[src/rtl/student_fir_postproc.sv]
// ----------------------------------------------------------------------------
// student_fir_postproc
//
// Post-processing for a FIR filter result before it is handed to a codec.
// The wide signed accumulator value is rounded (or truncated), shifted down by
// SHIFT and saturated to DATA_SIZE bits. The result is then queued in a small
// first-word-fall-through FIFO that the codec side drains.
//
// Compile-time option:
//   STUDENT_FIR_POSTPROC_ROUND_EN - when defined, stage 1 adds 2^(SHIFT-1)
//                                   before the shift (round half up). When
//                                   undefined, the shift simply truncates
//                                   toward minus infinity. Latency is the
//                                   same either way.
//
// Ports:
//   clk_i          - clock, all logic on the rising edge
//   rst_i          - synchronous active-high reset
//   valid_strobe_i - one-cycle strobe, y_i carries a new FIR result
//   y_i            - signed FIR result, DATA_SIZE_FIR_OUT bits
//   pop_i          - consumer takes the head sample this cycle
//   clear_i        - clears sat_cnt_o and overflow_o
//   sample_o       - signed head-of-FIFO sample (0 while the FIFO is empty)
//   valid_o        - FIFO not empty
//   sat_cnt_o      - saturating count of clipped samples
//   overflow_o     - sticky: a sample was dropped because the FIFO was full
// ----------------------------------------------------------------------------
module student_fir_postproc #(
    parameter int DATA_SIZE_FIR_OUT = 32,
    parameter int DATA_SIZE         = 16,
    parameter int SHIFT             = 15,
    parameter int DEPTH             = 4
) (
    input  logic                         clk_i,
    input  logic                         rst_i,
    input  logic                         valid_strobe_i,
    input  logic [DATA_SIZE_FIR_OUT-1:0] y_i,
    input  logic                         pop_i,
    input  logic                         clear_i,
    output logic [DATA_SIZE-1:0]         sample_o,
    output logic                         valid_o,
    output logic [15:0]                  sat_cnt_o,
    output logic                         overflow_o
);

    localparam int W  = DATA_SIZE_FIR_OUT;
    localparam int AW = $clog2(DEPTH);

`ifdef STUDENT_FIR_POSTPROC_ROUND_EN
    // Half of one output LSB; shifting back down by one makes SHIFT=0 give 0.
    localparam logic [W:0] ROUND_K = ((W+1)'(1) << SHIFT) >> 1;
`else
    localparam logic [W:0] ROUND_K = '0;
`endif

    // Saturation window expressed at the stage-1 width.
    localparam logic signed [W:0] SAT_MAX = {{(W-DATA_SIZE+2){1'b0}}, {(DATA_SIZE-1){1'b1}}};
    localparam logic signed [W:0] SAT_MIN = {{(W-DATA_SIZE+2){1'b1}}, {(DATA_SIZE-1){1'b0}}};

    // Pipeline and FIFO state.
    logic                    s1_valid_q, s1_valid_d;
    logic signed [W:0]       s1_data_q,  s1_data_d;
    logic [DATA_SIZE-1:0]    mem_q [DEPTH];
    logic [DATA_SIZE-1:0]    mem_d [DEPTH];
    logic [AW:0]             wr_ptr_q, wr_ptr_d;
    logic [AW:0]             rd_ptr_q, rd_ptr_d;
    logic [15:0]             sat_cnt_q, sat_cnt_d;
    logic                    overflow_q, overflow_d;

    logic signed [W:0]       y_ext;
    logic signed [W:0]       sum_s1;
    logic                    sat_hi, sat_lo;
    logic [DATA_SIZE-1:0]    sat_val;
    logic                    fifo_empty, fifo_full;
    logic                    pop_ok, push_ok, ovf_event;

    // Stage 1: widen by one bit so adding the round constant cannot wrap,
    // then arithmetic shift.
    always_comb begin
        y_ext      = {y_i[W-1], y_i};
        sum_s1     = y_ext + $signed(ROUND_K);
        s1_valid_d = valid_strobe_i;
        s1_data_d  = sum_s1 >>> SHIFT;
    end

    // Stage 2 and FIFO: clip the stage-1 value and push it. A pop frees the
    // head slot in the same cycle, so a full FIFO can still accept a push
    // when a pop coincides. Pops on an empty FIFO are ignored.
    always_comb begin
        sat_hi     = s1_data_q > SAT_MAX;
        sat_lo     = s1_data_q < SAT_MIN;
        if (sat_hi) begin
            sat_val = {1'b0, {(DATA_SIZE-1){1'b1}}};
        end else if (sat_lo) begin
            sat_val = {1'b1, {(DATA_SIZE-1){1'b0}}};
        end else begin
            sat_val = s1_data_q[DATA_SIZE-1:0];
        end

        fifo_empty = (wr_ptr_q == rd_ptr_q);
        fifo_full  = (wr_ptr_q[AW] != rd_ptr_q[AW]) &&
                     (wr_ptr_q[AW-1:0] == rd_ptr_q[AW-1:0]);
        pop_ok     = pop_i && !fifo_empty;
        push_ok    = s1_valid_q && (!fifo_full || pop_ok);
        ovf_event  = s1_valid_q && fifo_full && !pop_ok;

        mem_d = mem_q;
        if (push_ok) begin
            mem_d[wr_ptr_q[AW-1:0]] = sat_val;
        end
        wr_ptr_d = wr_ptr_q + (AW+1)'(push_ok);
        rd_ptr_d = rd_ptr_q + (AW+1)'(pop_ok);

        // clear_i wins over a same-cycle saturation or overflow event.
        sat_cnt_d = sat_cnt_q;
        if (clear_i) begin
            sat_cnt_d = '0;
        end else if (s1_valid_q && (sat_hi || sat_lo) && (sat_cnt_q != 16'hFFFF)) begin
            sat_cnt_d = sat_cnt_q + 16'd1;
        end

        overflow_d = overflow_q;
        if (clear_i) begin
            overflow_d = 1'b0;
        end else if (ovf_event) begin
            overflow_d = 1'b1;
        end
    end

    // Control state with synchronous reset; reset also discards anything
    // sitting in stage 1.
    always_ff @(posedge clk_i) begin
        if (rst_i) begin
            s1_valid_q <= 1'b0;
            s1_data_q  <= '0;
            wr_ptr_q   <= '0;
            rd_ptr_q   <= '0;
            sat_cnt_q  <= '0;
            overflow_q <= 1'b0;
        end else begin
            s1_valid_q <= s1_valid_d;
            s1_data_q  <= s1_data_d;
            wr_ptr_q   <= wr_ptr_d;
            rd_ptr_q   <= rd_ptr_d;
            sat_cnt_q  <= sat_cnt_d;
            overflow_q <= overflow_d;
        end
    end

    // Storage needs no reset: it is only visible through the pointers.
    always_ff @(posedge clk_i) begin
        mem_q <= mem_d;
    end

    assign valid_o    = !fifo_empty;
    assign sample_o   = fifo_empty ? '0 : mem_q[rd_ptr_q[AW-1:0]];
    assign sat_cnt_o  = sat_cnt_q;
    assign overflow_o = overflow_q;

endmodule

[config.mk]
export PLATFORM = sky130hd
export DESIGN_NAME = student_fir_postproc
export DESIGN_NICKNAME = d
export VERILOG_FILES = /design/src/rtl/student_fir_postproc.sv
export SDC_FILE = /design/constraint.sdc
export NUM_CORES = 1
export LEC_CHECK = 0
export CAP_MARGIN = 20
export CELL_PAD_IN_SITES_DETAIL_PLACEMENT = 1
export CELL_PAD_IN_SITES_GLOBAL_PLACEMENT = 1
export CORE_AREA = 2 2 114 116
export CTS_BUF_LIST = sky130_fd_sc_hd__clkbuf_16
export CTS_CLUSTER_DIAMETER = 100
export DETAILED_ROUTE_END_ITERATION = 8
export DIE_AREA = 0 0 116 118
export GPL_TIMING_DRIVEN = 0
export MAX_ROUTING_LAYER = met4
export PLACE_DENSITY = 0.79
export SYNTH_ARGS = -nofsm -noshare
export SYNTH_HDL_FRONTEND = slang
export SYNTH_SLANG_ARGS = --single-unit
export TNS_END_PERCENT = 5
[constraint.sdc]
create_clock -name clk_i -period 2.2 [get_ports clk_i]
set_input_delay 0.22 -clock clk_i [delete_from_list [all_inputs] [get_ports clk_i]]
set_output_delay 0.22 -clock clk_i [all_outputs]
set_load 0.02 [all_outputs]
==> metrics.txt <==
sequential share of the synthesized area 0.639; clock root cell clkbuf_16; Layout Area Growth over Synthesis 27.1%; worst vdd ir 0.435 mV; PortBufs 55; Avg Cell Area, Syn approximately 13 µm²; post-synthesis adder-cell area fraction 0.0146; final worst path period share 0.986; GRT overflow 0; Rows 41; RD Place Congestion roughly 0.75; Pre-Repair DR Iteration Count 4; Final WS setup ~0.030 ns; status complete, no violations; Crit. End Element primary output; number of synthesized flops with an enable pin 64; min-delay worst type in -> reg; mux cell area share after synthesis 0.0863; cts repair resizes between 40 and 50; Compound-Gate Fraction of Synth Area 0.0676; worst slew pin tran approximately 0.85 ns; hold buffers post-CTS 0; critical path class reg -> out; ys flop type edfxtp_1; Netlist cell types 36; drc violations 0; Initial Utilization 0.346; Rel. slew slack 0.435; clk_lat worst skew between 0.3 and 0.4 ns; DR vias/cell 5.01; first-pass GRT wire length approximately 16 mm; nets@finish around 430; Worst Setup Start Kind register; Synth async-reset ratio 0; initial DRC count approximately 160; ant diodes 0; post-synthesis register bit count roughly 110; CTS tree done; TritonCTS Buffers 9; Via Count 2847; worst path arrival time a little under 2 ns; H-tree Lvls 3; number of global-route vias before repair around 3k; skew final roughly 0.0064 ns; DR WL/cell between 15 and 20 µm; pre-CTS setup slack -0.702 ns; Vert. Die Dim ~120 µm; RSZ-0062 raised after global routing true; combinational family with the most area after synthesis simple AND/OR/NAND/NOR gates; WP data required 1.98 ns; Final Max Slew Viols 0; CP max FO 10; Simple-Gate Fraction of Synth Area 0.161; GRT Total Usage 0.154; Final Hold Vio Count 0; largest net degree at the start of global routing 19; Fmax achieved approximately 0.46 GHz; WL final 9.71 mm; final HPWL from detailed placement 6.81 mm; total core area ~12000 µm²; Gate Count Post-Synth ~330; Syn Std Cell Area approximately 4300 µm²; Synth Area in XOR/XNOR 0.0140; share of layout cells above drive strength 1 0.144; antenna viol nets, final 0; initial antenna violation count 0; max-cap viol count 0; register-to-register path setup slack around 0.13 ns; die area approximately 14000 µm²; setup TNS 0 ns; Die X between 100 and 150 µm; # clock sinks 105; final setup violating endpoints 0; post-CTS setup buffer count 0; # IOs 71; Leak around 1.8 nW; Worst-path clk slew 0.07 ns; Pwr Density roughly 840 nW/µm²; CTS max path bufs 2; Final Critical Period between 2 and 2.5 ns; Ys Warns 0; syn_nets between 300 and 400
-- cell families after synthesis --
| group | count (synthesis) |
|---|---|
| AND/OR/NAND/NOR | 126 |
| flip-flops | 105 |
| AO/OA/AOI/OAI | 48 |
| buffers and inverters | 19 |
| multiplexers | 17 |
| XOR/XNOR | 6 |
| adder cells (fa/ha/maj) | 5 |
-- per-layer routing --
layer	track usage	part of all wire	vias to the layer above
met5	-	0	-
met4	0.0439	0.0089	0
met3	0.0299	0.032	8
met2	0.253	0.51	71
met1	0.195	0.45	1426
li1	-	-	1342
-- critical path, cell delays in order, from the launching register on --
cell           delay, ns
dfxtp_2             0.36
buf_12              0.15
buf_12              0.15
mux4_2              0.50
nor2b_1             0.14
dlygate4sd2_1       0.31
-- Yosys cell counts (2+ instances only) --
cell type,n,area share
nor2b_1,41,0.060
nand4_1,5,0.0073
nand2_1,23,0.020
a31oi_1,2,0.0029
o31ai_1,8,0.014
inv_1,4,0.0035
ha_1,5,0.015
mux4_2,16,0.084
o21ai_0,18,0.021
clkbuf_1,11,0.0096
or4_1,8,0.014
xnor2_1,3,0.0061
edfxtp_1,64,0.45
dfxtp_1,41,0.19
or2_2,2,0.0029
nor4_1,3,0.0044
a211oi_1,3,0.0052
xor2_1,2,0.0041
nand3_1,7,0.0082
and3_1,4,0.0058
and4_1,2,0.0041
a21oi_1,12,0.014
or3_1,2,0.0029
nor2_1,23,0.020
buf_2,4,0.0047
and2_1,3,0.0044
-- final timing paths --
kind	depth (start not counted)	to	from
setup reg to reg	5	mem_q[63]	rd_ptr_q[1]
hold / removal	2	s1_data_q[15]	y_i[30]
setup / recovery	5	sample_o[14]	rd_ptr_q[0]
hold reg to reg	2	overflow_o	overflow_o
-- layout by cell type (no fill, tap or decap), drive strengths merged, types with 4 or more instances in the layout --
master,instances
dlygate4sd2,12
edfxtp,64
nor2,23
nand4,6
buf,4
ha,5
and3,4
clkbuf,21
o31ai,8
dfxtp,41
nand3,7
a21oi,12
mux4,16
nor4,4
clkdlybuf4s50,38
nor2b,41
inv,7
nand2,23
o21ai,18
or4,8
-- state kept, by name, indices dropped and copies added (netlist names) --
signal	cells
mem_q	64
sat_cnt_o	16
rd_ptr_q	3
s1_data_q	17
overflow_o	1
s1_valid_q	1
wr_ptr_q	3
-- layout make-up --
cell class / count / area (µm²)
fill: 1314 / 6960
buffer: 14 / 111
clock inverter: 7 / 101
clock buffer: 9 / 225
tap: 172 / 215
sequential: 105 / 2750
multi-input combinational: 202 / 1510
timing repair buffer: 55 / 529
inverter: 4 / 15.0
-- per-stage QoR --
step	total power [mW]	cell area, µm²	instances	hold slack (ns)	util
floorplan	2.61	4300	326	0.292	-
global placement	2.87	5060	553	0.460	0.408
detailed placement	2.90	5060	553	0.468	0.408
CTS	4.63	5460	568	0.422	0.439
global route	4.75	5460	568	0.419	0.440
finish	4.57	5460	568	0.430	0.440
-- power by group --
group	internal (mW)	switching [mW]	total, mW
registers	2.16	0.0335	2.19
logic	0.313	0.340	0.653
clock network	1.01	0.717	1.73
(Power assumes the default switching activity.)
